## src/rtl/memory_readback.sv

```systemverilog
// memory_readback: streams image, conv and dense RAM contents to a host,
// one 32-bit word per valid/ready handshake, started by a command word.
//
// Ports:
//   clk, reset           clock; synchronous active-high reset
//   control_reg          host command (START_CMD starts, ABORT_CMD aborts)
//   image_ram_addr_b     read address shared by image banks 0..3
//   q_image0..3          image bank read data (1-cycle latency)
//   conv_ram_addr_b      conv RAM read address
//   q_conv               conv RAM read data (1-cycle latency)
//   dense_ram_addr_b     read address shared by dense banks 0..3
//   q_dense0..3          dense bank read data (1-cycle latency)
//   readdata, rd_valid   word to host and its valid flag
//   rd_ready             host accepts the presented word
//   busy, done           run in progress / run complete
//
// Optional feature: define READBACK_CHECKSUM_EN to append a final word
// holding the mod-2^32 sum of every word handed to the host in the run.

module memory_readback #(
  parameter int          IMAGE_WORDS = 225,
  parameter int          CONV_BYTES  = 18816,
  parameter int          DENSE_WORDS = 4203,
  parameter logic [31:0] START_CMD   = 32'h0000_0002,
  parameter logic [31:0] ABORT_CMD   = 32'h0000_0003
) (
  input  logic        clk,
  input  logic        reset,
  input  logic [31:0] control_reg,
  output logic [9:0]  image_ram_addr_b,
  input  logic [7:0]  q_image0,
  input  logic [7:0]  q_image1,
  input  logic [7:0]  q_image2,
  input  logic [7:0]  q_image3,
  output logic [14:0] conv_ram_addr_b,
  input  logic [7:0]  q_conv,
  output logic [14:0] dense_ram_addr_b,
  input  logic [7:0]  q_dense0,
  input  logic [7:0]  q_dense1,
  input  logic [7:0]  q_dense2,
  input  logic [7:0]  q_dense3,
  output logic [31:0] readdata,
  output logic        rd_valid,
  input  logic        rd_ready,
  output logic        busy,
  output logic        done
);

  localparam logic [2:0] S_IDLE    = 3'd0;
  localparam logic [2:0] S_FETCH   = 3'd1;
  localparam logic [2:0] S_LOAD    = 3'd2;
  localparam logic [2:0] S_PRESENT = 3'd3;
  localparam logic [2:0] S_DONE    = 3'd4;

  localparam logic [1:0] SEG_IMG   = 2'd0;
  localparam logic [1:0] SEG_CONV  = 2'd1;
  localparam logic [1:0] SEG_DENSE = 2'd2;
`ifdef READBACK_CHECKSUM_EN
  localparam logic [1:0] SEG_CSUM  = 2'd3;
`endif

  localparam logic [9:0]  IMG_LAST   = 10'(IMAGE_WORDS - 1);
  localparam logic [14:0] CONV_LAST  = 15'(CONV_BYTES - 1);
  localparam logic [14:0] DENSE_LAST = 15'(DENSE_WORDS - 1);

  logic [2:0]  state;
  logic [1:0]  seg;
  logic [9:0]  img_addr;
  logic [14:0] conv_addr;
  logic [14:0] dense_addr;
  logic        seg_last;
  logic [31:0] load_word;
  logic        start;
  logic        abort;

`ifdef READBACK_CHECKSUM_EN
  logic [31:0] csum;
  logic [31:0] csum_next;
  assign csum_next = csum + readdata;
`endif

  assign start = (control_reg == START_CMD);
  assign abort = (control_reg == ABORT_CMD);

  assign image_ram_addr_b = img_addr;
  assign conv_ram_addr_b  = conv_addr;
  assign dense_ram_addr_b = dense_addr;

  assign rd_valid = (state == S_PRESENT);
  assign busy     = (state == S_FETCH) ||
                    (state == S_LOAD) ||
                    (state == S_PRESENT);
  assign done     = (state == S_DONE);

  always_comb begin
    seg_last = 1'b1;
    case (seg)
      SEG_IMG:   seg_last = (img_addr == IMG_LAST);
      SEG_CONV:  seg_last = (conv_addr == CONV_LAST);
      SEG_DENSE: seg_last = (dense_addr == DENSE_LAST);
      default:   seg_last = 1'b1;
    endcase
  end

  always_comb begin
    load_word = 32'h0;
    case (seg)
      SEG_IMG:
        load_word = {q_image0, q_image1, q_image2, q_image3};
      SEG_CONV:
        load_word = {24'h0, q_conv};
      SEG_DENSE:
        load_word = {q_dense0, q_dense1, q_dense2, q_dense3};
      default:
        load_word = 32'h0;
    endcase
  end

  // Addresses only move on a handshake, so the address set up in FETCH
  // is still on the bus in LOAD when the RAM data is captured.
  always_ff @(posedge clk) begin
    if (reset) begin
      state      <= S_IDLE;
      seg        <= SEG_IMG;
      img_addr   <= '0;
      conv_addr  <= '0;
      dense_addr <= '0;
      readdata   <= '0;
`ifdef READBACK_CHECKSUM_EN
      csum       <= '0;
`endif
    end else if (abort) begin
      state      <= S_IDLE;
      seg        <= SEG_IMG;
      img_addr   <= '0;
      conv_addr  <= '0;
      dense_addr <= '0;
`ifdef READBACK_CHECKSUM_EN
      csum       <= '0;
`endif
    end else begin
      case (state)
        S_IDLE: begin
          if (start) begin
            state      <= S_FETCH;
            seg        <= SEG_IMG;
            img_addr   <= '0;
            conv_addr  <= '0;
            dense_addr <= '0;
`ifdef READBACK_CHECKSUM_EN
            csum       <= '0;
`endif
          end
        end
        S_FETCH: state <= S_LOAD;
        S_LOAD: begin
          state    <= S_PRESENT;
          readdata <= load_word;
        end
        S_PRESENT: begin
          if (rd_ready) begin
            state <= S_FETCH;
`ifdef READBACK_CHECKSUM_EN
            if (seg != SEG_CSUM) csum <= csum_next;
`endif
            case (seg)
              SEG_IMG: begin
                if (seg_last) begin
                  img_addr <= '0;
                  seg      <= SEG_CONV;
                end else begin
                  img_addr <= img_addr + 10'd1;
                end
              end
              SEG_CONV: begin
                if (seg_last) begin
                  conv_addr <= '0;
                  seg       <= SEG_DENSE;
                end else begin
                  conv_addr <= conv_addr + 15'd1;
                end
              end
              SEG_DENSE: begin
                if (seg_last) begin
                  dense_addr <= '0;
`ifdef READBACK_CHECKSUM_EN
                  // Checksum word is already known: present it directly.
                  seg        <= SEG_CSUM;
                  state      <= S_PRESENT;
                  readdata   <= csum_next;
`else
                  state      <= S_DONE;
`endif
                end else begin
                  dense_addr <= dense_addr + 15'd1;
                end
              end
              default: state <= S_DONE;
            endcase
          end
        end
        S_DONE: begin
          if (!start) state <= S_IDLE;
        end
        default: state <= S_IDLE;
      endcase
    end
  end

endmodule

```

## config.mk

```make
export PLATFORM = sky130hd
export DESIGN_NAME = memory_readback
export DESIGN_NICKNAME = d
export VERILOG_FILES = /design/src/rtl/memory_readback.sv
export SDC_FILE = /design/constraint.sdc
export NUM_CORES = 1
export LEC_CHECK = 0
export BUFFER_PORTS_ARGS = -buffer_cell sky130_fd_sc_hd__buf_2
export CAP_MARGIN = 20
export CORE_MARGIN = 5
export CORE_UTILIZATION = 43
export CTS_BUF_LIST = sky130_fd_sc_hd__clkbuf_16
export CTS_CLUSTER_DIAMETER = 120
export CTS_CLUSTER_SIZE = 8
export DETAILED_ROUTE_END_ITERATION = 10
export PLACE_DENSITY = 0.8
export SLEW_MARGIN = 20
export SYNTH_ARGS = -nofsm -noshare
export SYNTH_HDL_FRONTEND = slang
export SYNTH_SLANG_ARGS = --single-unit
```

## constraint.sdc

```tcl
create_clock -name clk -period 2.2 [get_ports clk]
set_input_delay 0.66 -clock clk [delete_from_list [all_inputs] [get_ports clk]]
set_output_delay 0.66 -clock clk [all_outputs]
set_load 0.005 [all_outputs]
```

Yosys cells after proc, flatten, opt, wreduce, memory -nomap -nowiden
Index checks and enable logic that the tools add are counted.

Register bits after elaboration: 77. Input bits: 107. Output and inout bits: 75. Word-level logic and storage cells: 71.

Add/subtract/negate cells: 3. Eq/ne operators: 20. Multiplexer cells: 28. Bitwise logic cells: 1. Reduce and logical (&&, ||, !) cells: 13.

Operator list (number): 2-to-1 mux 15 bit (7); case mux 32 bit (3 select lines) (1); equality test 32 x 2 -> 1 bit, second input constant (2); case mux 15 bit (2 select lines) (2); 2-to-1 mux 10 bit (4); adder 15 x 1 -> 15 bit, second input constant (2); case mux 10 bit (2 select lines) (1); equality test 15 x 13 -> 1 bit, second input constant (1); equality test 15 bit, second input constant (1); case mux 3 bit (5 select lines) (1); 2-to-1 mux 3 bit (4); AND reduction 4 bit (3); adder 10 x 1 -> 10 bit, second input constant (1); equality test 10 x 8 -> 1 bit, second input constant (1); 2-to-1 mux 2 bit (4); inequality test 2 x 1 -> 1 bit, second input constant (4); case mux 2 bit (2 select lines) (2); equality test 3 x 2 -> 1 bit, second input constant (2); inequality test 3 bit, second input constant (2); case mux 3 bit (2 select lines) (1); AND reduction 6 bit (1); inequality test 2 bit, second input constant (2); OR reduction 2 bit (2); equality test 3 x 1 -> 1 bit, second input constant (1); other kinds (12) (13).

Longest topological paths before layout
Gate-level depths: netlist (run 1).

Depth after elaboration: 6. Mapped depth: 9. Depth with buffers taken out: 8.

Worst setup path after synthesis (run 1)
OpenSTA, ideal clock, no wires.

Path type: input -> register. Start point: input port control_reg[18]. End point: register dense_addr[10] (netlist: dense_ram_addr_b[10]). Library setup time: 66 ps. Data arrival time: 2304 ps. Required time: 2134 ps. Path slack: -170 ps. Cell stages on the path: 6. Buffers on the path: 0. Cell sequence: nor4_1 nand4_2 nor4_4 o2111ai_1 or3_1 a21oi_2.

Cells in the longest elaborated chain, start to end: 3. Elaborated cells between the ends (all ways): 5. Classes of those cells: eq/ne (3); reduce/logical (2).

Ends and longest elaborated chain: start: declaration (line 29) `input logic [31:0] control_reg,`; equality test 32 x 2 -> 1 bit (line 82) `assign start = (control_reg == START_CMD);`; inequality test 2 bit (no line); AND reduction 4 bit (no line); end signal: assignment (line 195) `dense_addr <= dense_addr + 15'd1;`; end: declaration (line 70) `logic [14:0] dense_addr;`.

Several ways; a longest one is shown, not always the timed one. A chain may end at the register's enable or synchronous reset.

Worst setup path in the final report (run 1)
Start point: input port control_reg[22]. End point: register dense_addr[11] (netlist: dense_ram_addr_b[11]).

Same word-level chain as after synthesis.

==> impl_metrics.csv, run 1 <==
group,metric,value,unit
setup_path,cpPeakStageDelay,0.45,ns
synthesis,synthArstFlopShare,0,%
global_routing,antenna_found_initial,0,
setup_path,crit_type,"input port to flop",
place,dp_cells,766,
global_routing,grt_start_max_net_pins,54,
timing,fmax,463,MHz
global_routing,track_usage,20.8,%
floorplan,dieArea,11400,um^2
route,detailedRoute.firstPassIterationCount,4,
final_layout,drive_above_1_share,39.0,%
floorplan,ios,182,
floorplan,die_w,107,um
synthesis,synth_cells,470,
route,drtAntennaViolNets,0,
synthesis,synth_edf_count,0,
synthesis,ys_types,52,
floorplan,num_rows,35,
synthesis,synthFlopType,"dfxtp_1",
final_layout,layout_common_cells,"buf_2 (181), dfxtp_1 (75), nor2_1 (44), nand2_1 (44), mux2i_1 (40)",
timing,slew_headroom,65.7,%
min_path,hold_class,"flop to flop",
route,wl_per_cell,15.8,um
synthesis,yosys_warnings,0,
clock_tree,cts_buffers,9,
pwr,ir_worst_vdd,0.380,mV
setup_path,crit_path_start_kind,"input port",
final_layout,fin_nets,779,
synthesis,avgSynthCellArea,8.60,um^2
timing,drv_slew,0,
clock_tree,cts_root_buffer,"clkbuf_16",
timing,holdWs,0.451,ns
global_routing,gr-total-overflow,0,
route,wirelength,12400,um
place,dp_hpwl,9660,um
synthesis,ys_ff_latch,77,
final_layout,mostFrequentLayoutCell,"buf_2",
timing,hold_violations,0,
synthesis,syn-num-nets,582,
clock_tree,max-clock-path-buffers,2,
route,vias,4302,
floorplan,die_h,107,um
timing,setup_viol,0,
clock_tree,cts_tree,"yes",
synthesis,yosysSeqAreaShare,38.1,%
clock_tree,clk_latency,0.33,ns
timing,post-route-min-period,2.16,ns
setup_path,worstPathMaxFanout,6,
timing,min_period_over_period,98.1,%
timing,rsz0062_at_grt,"true",
place,place_ws,-0.382,ns
setup_path,end_kind,"flop",
run_status,status,"complete, no violations",
floorplan,start_util,44.0,%
clock_tree,holdBufCountCts,0,
pwr,p_leak,2.41,nW
place,port_buffers,181,
place,place.gp.congestion,0.909,
final_layout,area_growth,40.4,%
final_layout,n_fill_cell,790,
clock_tree,cts-htree-levels,3,
global_routing,grt_pass1_wl,19400,um
global_routing,grt_pass1_vias,4148,
route,drtIter0Drc,163,
timing,final_critical_path_setup_slack,0.0414,ns
pwr,powerDensity,521,nW/um^2
route,drcViolationCount,0,
final_layout,n_antenna_cell,0,
clock_tree,cts_num_sinks,77,
setup_path,crit_path_top_delay_cell,"or4_1",
final_layout,instances_no_fill,783,
setup_path,crit_chain,"buf_2 > nor4_4 > nand4_2 > nor4_4 > buf_6 > buf_6 > o211ai_1 > or4_1 > a21oi_2",
run,drv_cap,0,
floorplan,core_area,9200,um^2
timing,tightest_slew,0.513,ns
setup_path,arrival,2.42,ns
timing,fin_worst_skew,0.00932,ns
clock_tree,clk_pin_slew,0.06,ns
synthesis,synth_area,4040,um^2
setup_path,crit_required,2.46,ns
route,viasPerCell,5.49,
[critical path: cells and delay by family]
| family | cells | cell delay (ns) |
|---|---|---|
| buffers and inverters | 3 | 0.38 |
| AND/OR/NAND/NOR | 4 | 1.14 |
| AO/OA/AOI/OAI | 2 | 0.24 |
[stage by stage]
step | power [W] | TNS [ns] | instance area [um^2] | utilization, %
after floorplan | 0.00148 | -1.96 | 4170 | -
after global placement | 0.00159 | -15.21 | 5320 | 57.9
after detailed placement | 0.00160 | -18.75 | 5320 | 57.9
after CTS | 0.00299 | 0 | 5620 | 61.1
after global routing | 0.00307 | -0.129 | 5680 | 61.7
final | 0.00296 | 0 | 5680 | 61.7
[registers in the layout, indices dropped and copies added (netlist names)]
name,flops
seg,2
image_ram_addr_b,10
readdata,32
dense_ram_addr_b,15
conv_ram_addr_b,15
state,3
[synth_stat cells (all sizes together), types with 2 or more instances]
library cell / n / area share (%)
ha: 5 / 1.5
o2111ai: 7 / 1.7
nor4b: 6 / 1.8
o21ai: 33 / 4.4
buf: 15 / 2.0
xor2: 22 / 4.8
nand2: 45 / 4.2
or3: 35 / 5.4
a21oi: 39 / 4.9
nor3: 9 / 1.2
o211a: 2 / 0.50
o31ai: 2 / 0.37
nor4: 8 / 2.3
and4: 3 / 0.65
clkbuf: 11 / 1.0
nand4: 6 / 1.2
or4: 2 / 0.37
o211ai: 10 / 1.9
nor2b: 2 / 0.31
dfxtp: 77 / 38
mux2i: 40 / 9.9
inv: 10 / 0.93
and3: 9 / 1.4
xnor2: 3 / 0.65
and2: 6 / 0.93
nor2: 47 / 4.5
nand3: 6 / 0.74
[worst paths after layout]
check | startpoint | endpoint | slack [ns] | cells past startpoint
setup / recovery | control_reg[22] | dense_ram_addr_b[11]$_SDFFE_PP0P_ | 0.04 | 9
hold / removal | readdata[20]$_SDFFE_PP0P_ | readdata[20]$_SDFFE_PP0P_ | 0.45 | 2
setup reg to reg | state[1]$_SDFFE_PP0P_ | dense_ram_addr_b[11]$_SDFFE_PP0P_ | 0.05 | 7
hold reg to reg | readdata[20]$_SDFFE_PP0P_ | readdata[20]$_SDFFE_PP0P_ | 0.45 | 2
[metal layers]
metal / up-vias / routed length, um / GRT usage [%]
met5: - / 0 / 0
met4: 0 / 303 / 7.58
met3: 24 / 908 / 5.66
met2: 166 / 6200 / 36.3
met1: 2013 / 4940 / 24.3
li1: 2099 / - / -
[report_power, final]
group | internal [W] | switching [W] | leakage (nW)
logic | 0.0000998 | 0.0000802 | 1.66
clock network | 0.000779 | 0.000607 | 0.134
registers | 0.00139 | 0.000000000000219 | 0.621
[cell type report]
type | instances | area [um^2] | share of cell area (%)
inverters | 10 | 37.5 | 0.661
flip-flops and latches | 77 | 1540 | 27.2
multi-input cells | 358 | 2490 | 43.9
well taps | 111 | 139 | 2.45
repair buffers | 211 | 1180 | 20.8
clock inverters | 7 | 57.6 | 1.01
clock buffers | 9 | 225 | 3.97
[repair_timing]
| item | 4_1_cts | 5_1_grt |
|---|---|---|
| gates cloned | 0 | 1 |
| hold endpoints to repair | 0 | 0 |
| resized for setup | 2 | 9 |
| pin swaps | 0 | 4 |
| setup buffers | 0 | 0 |
| setup endpoints to repair | 13 | 33 |
[logic make-up (layout without fill, tap and decap cells)]
kind of cell	Yosys count	after routing	synth area share, %
simple gates	186	186	25.6
compound gates	101	102	15.4
flops	77	77	38.1
mux	40	40	9.90
buf+inv	36	237	3.93
xor+xnor	25	25	5.42
fa+ha+maj	5	5	1.55
No activity file was read; power rests on OpenSTA's default activity.
==> run 2: changes to the inputs <==
Settings changed: CAP_MARGIN 20 to unset, CORE_ASPECT_RATIO set to 1.25.
==> run 2 against run 1 <==
Compared with the run above:
- clock-buffer cell count unchanged
- wire length increased by 1.2%
- die area increased by 0.11%
- final cell count increased by 2.0%
- combinational power increased by 3%
- global-route usage increased by 0.32 points
- critical path depth increased by 1
- setup slack got worse by 0.039 ns
==> impl_metrics.csv, run 2 (synthesis results as in run 1) <==
group,metric,value,unit
run_status,status,"complete, no violations",
place,port_buffers,181,
setup_path,crit_path_start_kind,"input port",
route,wirelength,12500,um
clock_tree,cts-htree-levels,3,
setup_path,worstPathMaxFanout,24,
floorplan,core_area,9170,um^2
pwr,p_leak,2.46,nW
timing,fin_worst_skew,0.00531,ns
global_routing,grt_pass1_vias,4186,
route,wl_per_cell,15.7,um
global_routing,grt_pass1_wl,20200,um
timing,setup_viol,0,
final_layout,multi_input_area,2510,um^2
floorplan,die_h,118,um
timing,tightest_slew,0.695,ns
setup_path,path_common_cell,"buf_4",
place,place.gp.congestion,0.902,
clock_tree,cts_root_buffer,"clkbuf_16",
timing,hold_violations,0,
setup_path,arrival,2.46,ns
final_layout,n_antenna_cell,0,
final_layout,layout_common_cells,"buf_2 (177), dfxtp_1 (76), nor2_1 (44), nand2_1 (44), mux2i_1 (40)",
timing,fmax,455,MHz
timing,rsz0062_at_grt,"true",
final_layout,fin_nets,783,
final_layout,regArea,1540,um^2
route,drcViolationCount,0,
final_layout,regMostFlops,"readdata",
clock_tree,cts_tree,"yes",
run,drv_cap,0,
setup_path,cp_top_family,"simple AND/OR/NAND/NOR gates",
floorplan,ios,182,
final_layout,largest_reg_flops,32,
global_routing,track_usage,21.1,%
timing,post-route-min-period,2.20,ns
final_layout,fin_util,63.2,%
route,viasPerCell,5.37,
setup_path,cpPeakStageDelay,0.41,ns
floorplan,die_w,96.7,um
clock_tree,max-clock-path-buffers,2,
global_routing,gr-total-overflow,0,
setup_path,crit_chain,"buf_2 > nor4b_4 > nand4_2 > buf_4 > nor2_1 > a2111o_1 > buf_4 > clkbuf_16 > or3_1 > a21oi_1",
pwr,powerDensity,535,nW/um^2
route,drtAntennaViolNets,0,
pwr,ir_worst_vdd,0.342,mV
floorplan,start_util,44.1,%
timing,drv_slew,0,
setup_path,end_kind,"flop",
route,drtIter0Drc,121,
place,dp_hpwl,9380,um
final_layout,area_growth,43.4,%
global_routing,grt_start_max_net_pins,50,
timing,holdWs,0.448,ns
final_layout,mostFrequentLayoutCell,"buf_2",
floorplan,num_rows,39,
timing,slew_headroom,53.7,%
timing,min_period_over_period,99.9,%
setup_path,crit_type,"input port to flop",
clock_tree,clk_latency,0.33,ns
final_layout,n_fill_cell,786,
route,detailedRoute.firstPassIterationCount,4,
route,vias,4293,
floorplan,dieArea,11500,um^2
clock_tree,clk_pin_slew,0.05,ns
setup_path,critPathBufInv,4,
setup_path,crit_required,2.46,ns
clock_tree,cts_buffers,9,
global_routing,antenna_found_initial,1,
min_path,hold_class,"flop to flop",
clock_tree,cts_num_sinks,77,
setup_path,crit_path_top_delay_cell,"a2111o_1",
pwr,p_total,0.00310,W
final_layout,drive_above_1_share,39.2,%
-- run 2: layout make-up --
| type | instances | area share (%) |
|---|---|---|
| Inverter | 10 | 0.648 |
| Sequential cell | 77 | 26.6 |
| Timing Repair Buffer | 215 | 21.5 |
| Clock inverter | 7 | 1.38 |
| Tap cell | 123 | 2.66 |
| Multi-Input combinational cell | 358 | 43.4 |
| Clock buffer | 9 | 3.89 |
-- run 2: routing by layer --
layer | up-vias | track usage, % | routed length (um)
li1 | 2099 | - | -
met3 | 28 | 7.48 | 912
met5 | - | 0 | 13
met4 | 2 | 8.25 | 263
met2 | 171 | 35.5 | 6210
met1 | 1993 | 24.5 | 5110
-- run 2: stage by stage --
| stage | TNS [ns] | instance area [um^2] | std cells | setup slack (ns) |
|---|---|---|---|---|
| 2_1_floorplan | -1.96 | 4170 | 470 | -0.147 |
| 3_3_place_gp | -17.50 | 5340 | 780 | -0.348 |
| 3_5_place_dp | -20.74 | 5340 | 780 | -0.405 |
| 4_1_cts | 0 | 5670 | 796 | 0.0207 |
| 5_1_grt | -0.322 | 5800 | 799 | -0.0479 |
| 6_report | 0 | 5800 | 799 | 0.00275 |
-- run 2: final timing paths --
kind	startpoint	cells past startpoint	slack (ns)	end
max reg2reg	state[1]$_SDFFE_PP0P_	7	0.10	image_ram_addr_b[8]$_SDFFE_PP0P_
max	control_reg[1]	10	0.003	readdata[17]$_SDFFE_PP0P_
min	readdata[26]$_SDFFE_PP0P_	2	0.45	readdata[26]$_SDFFE_PP0P_
min reg2reg	readdata[26]$_SDFFE_PP0P_	2	0.45	readdata[26]$_SDFFE_PP0P_
-- run 2: repair_timing --
action | CTS | global route
setup endpoints to repair | 28 | 47
setup buffers | 0 | 1
hold endpoints to repair | 0 | 0
resized for setup | 4 | 17
gates cloned | 0 | 2
pin swaps | 2 | 17
hold buffers | 0 | 0
-- run 2: where the power goes --
group	internal, W	total, W	switching [W]
combinational	0.000103	0.000185	0.0000826
sequential	0.00139	0.00139	0.000000000000210
clock	0.000975	0.00152	0.000549
total	0.00247	0.00310	0.000631
-- run 2: worst reg2reg max path, stage by stage, from the launching register on --
cell and delay, ns:
dfxtp_1 0.34, or3_1 0.49, nor4_4 0.30, buf_6 0.18, buf_6 0.11, o2111ai_4 0.13
or3_1 0.37, a21oi_1 0.12
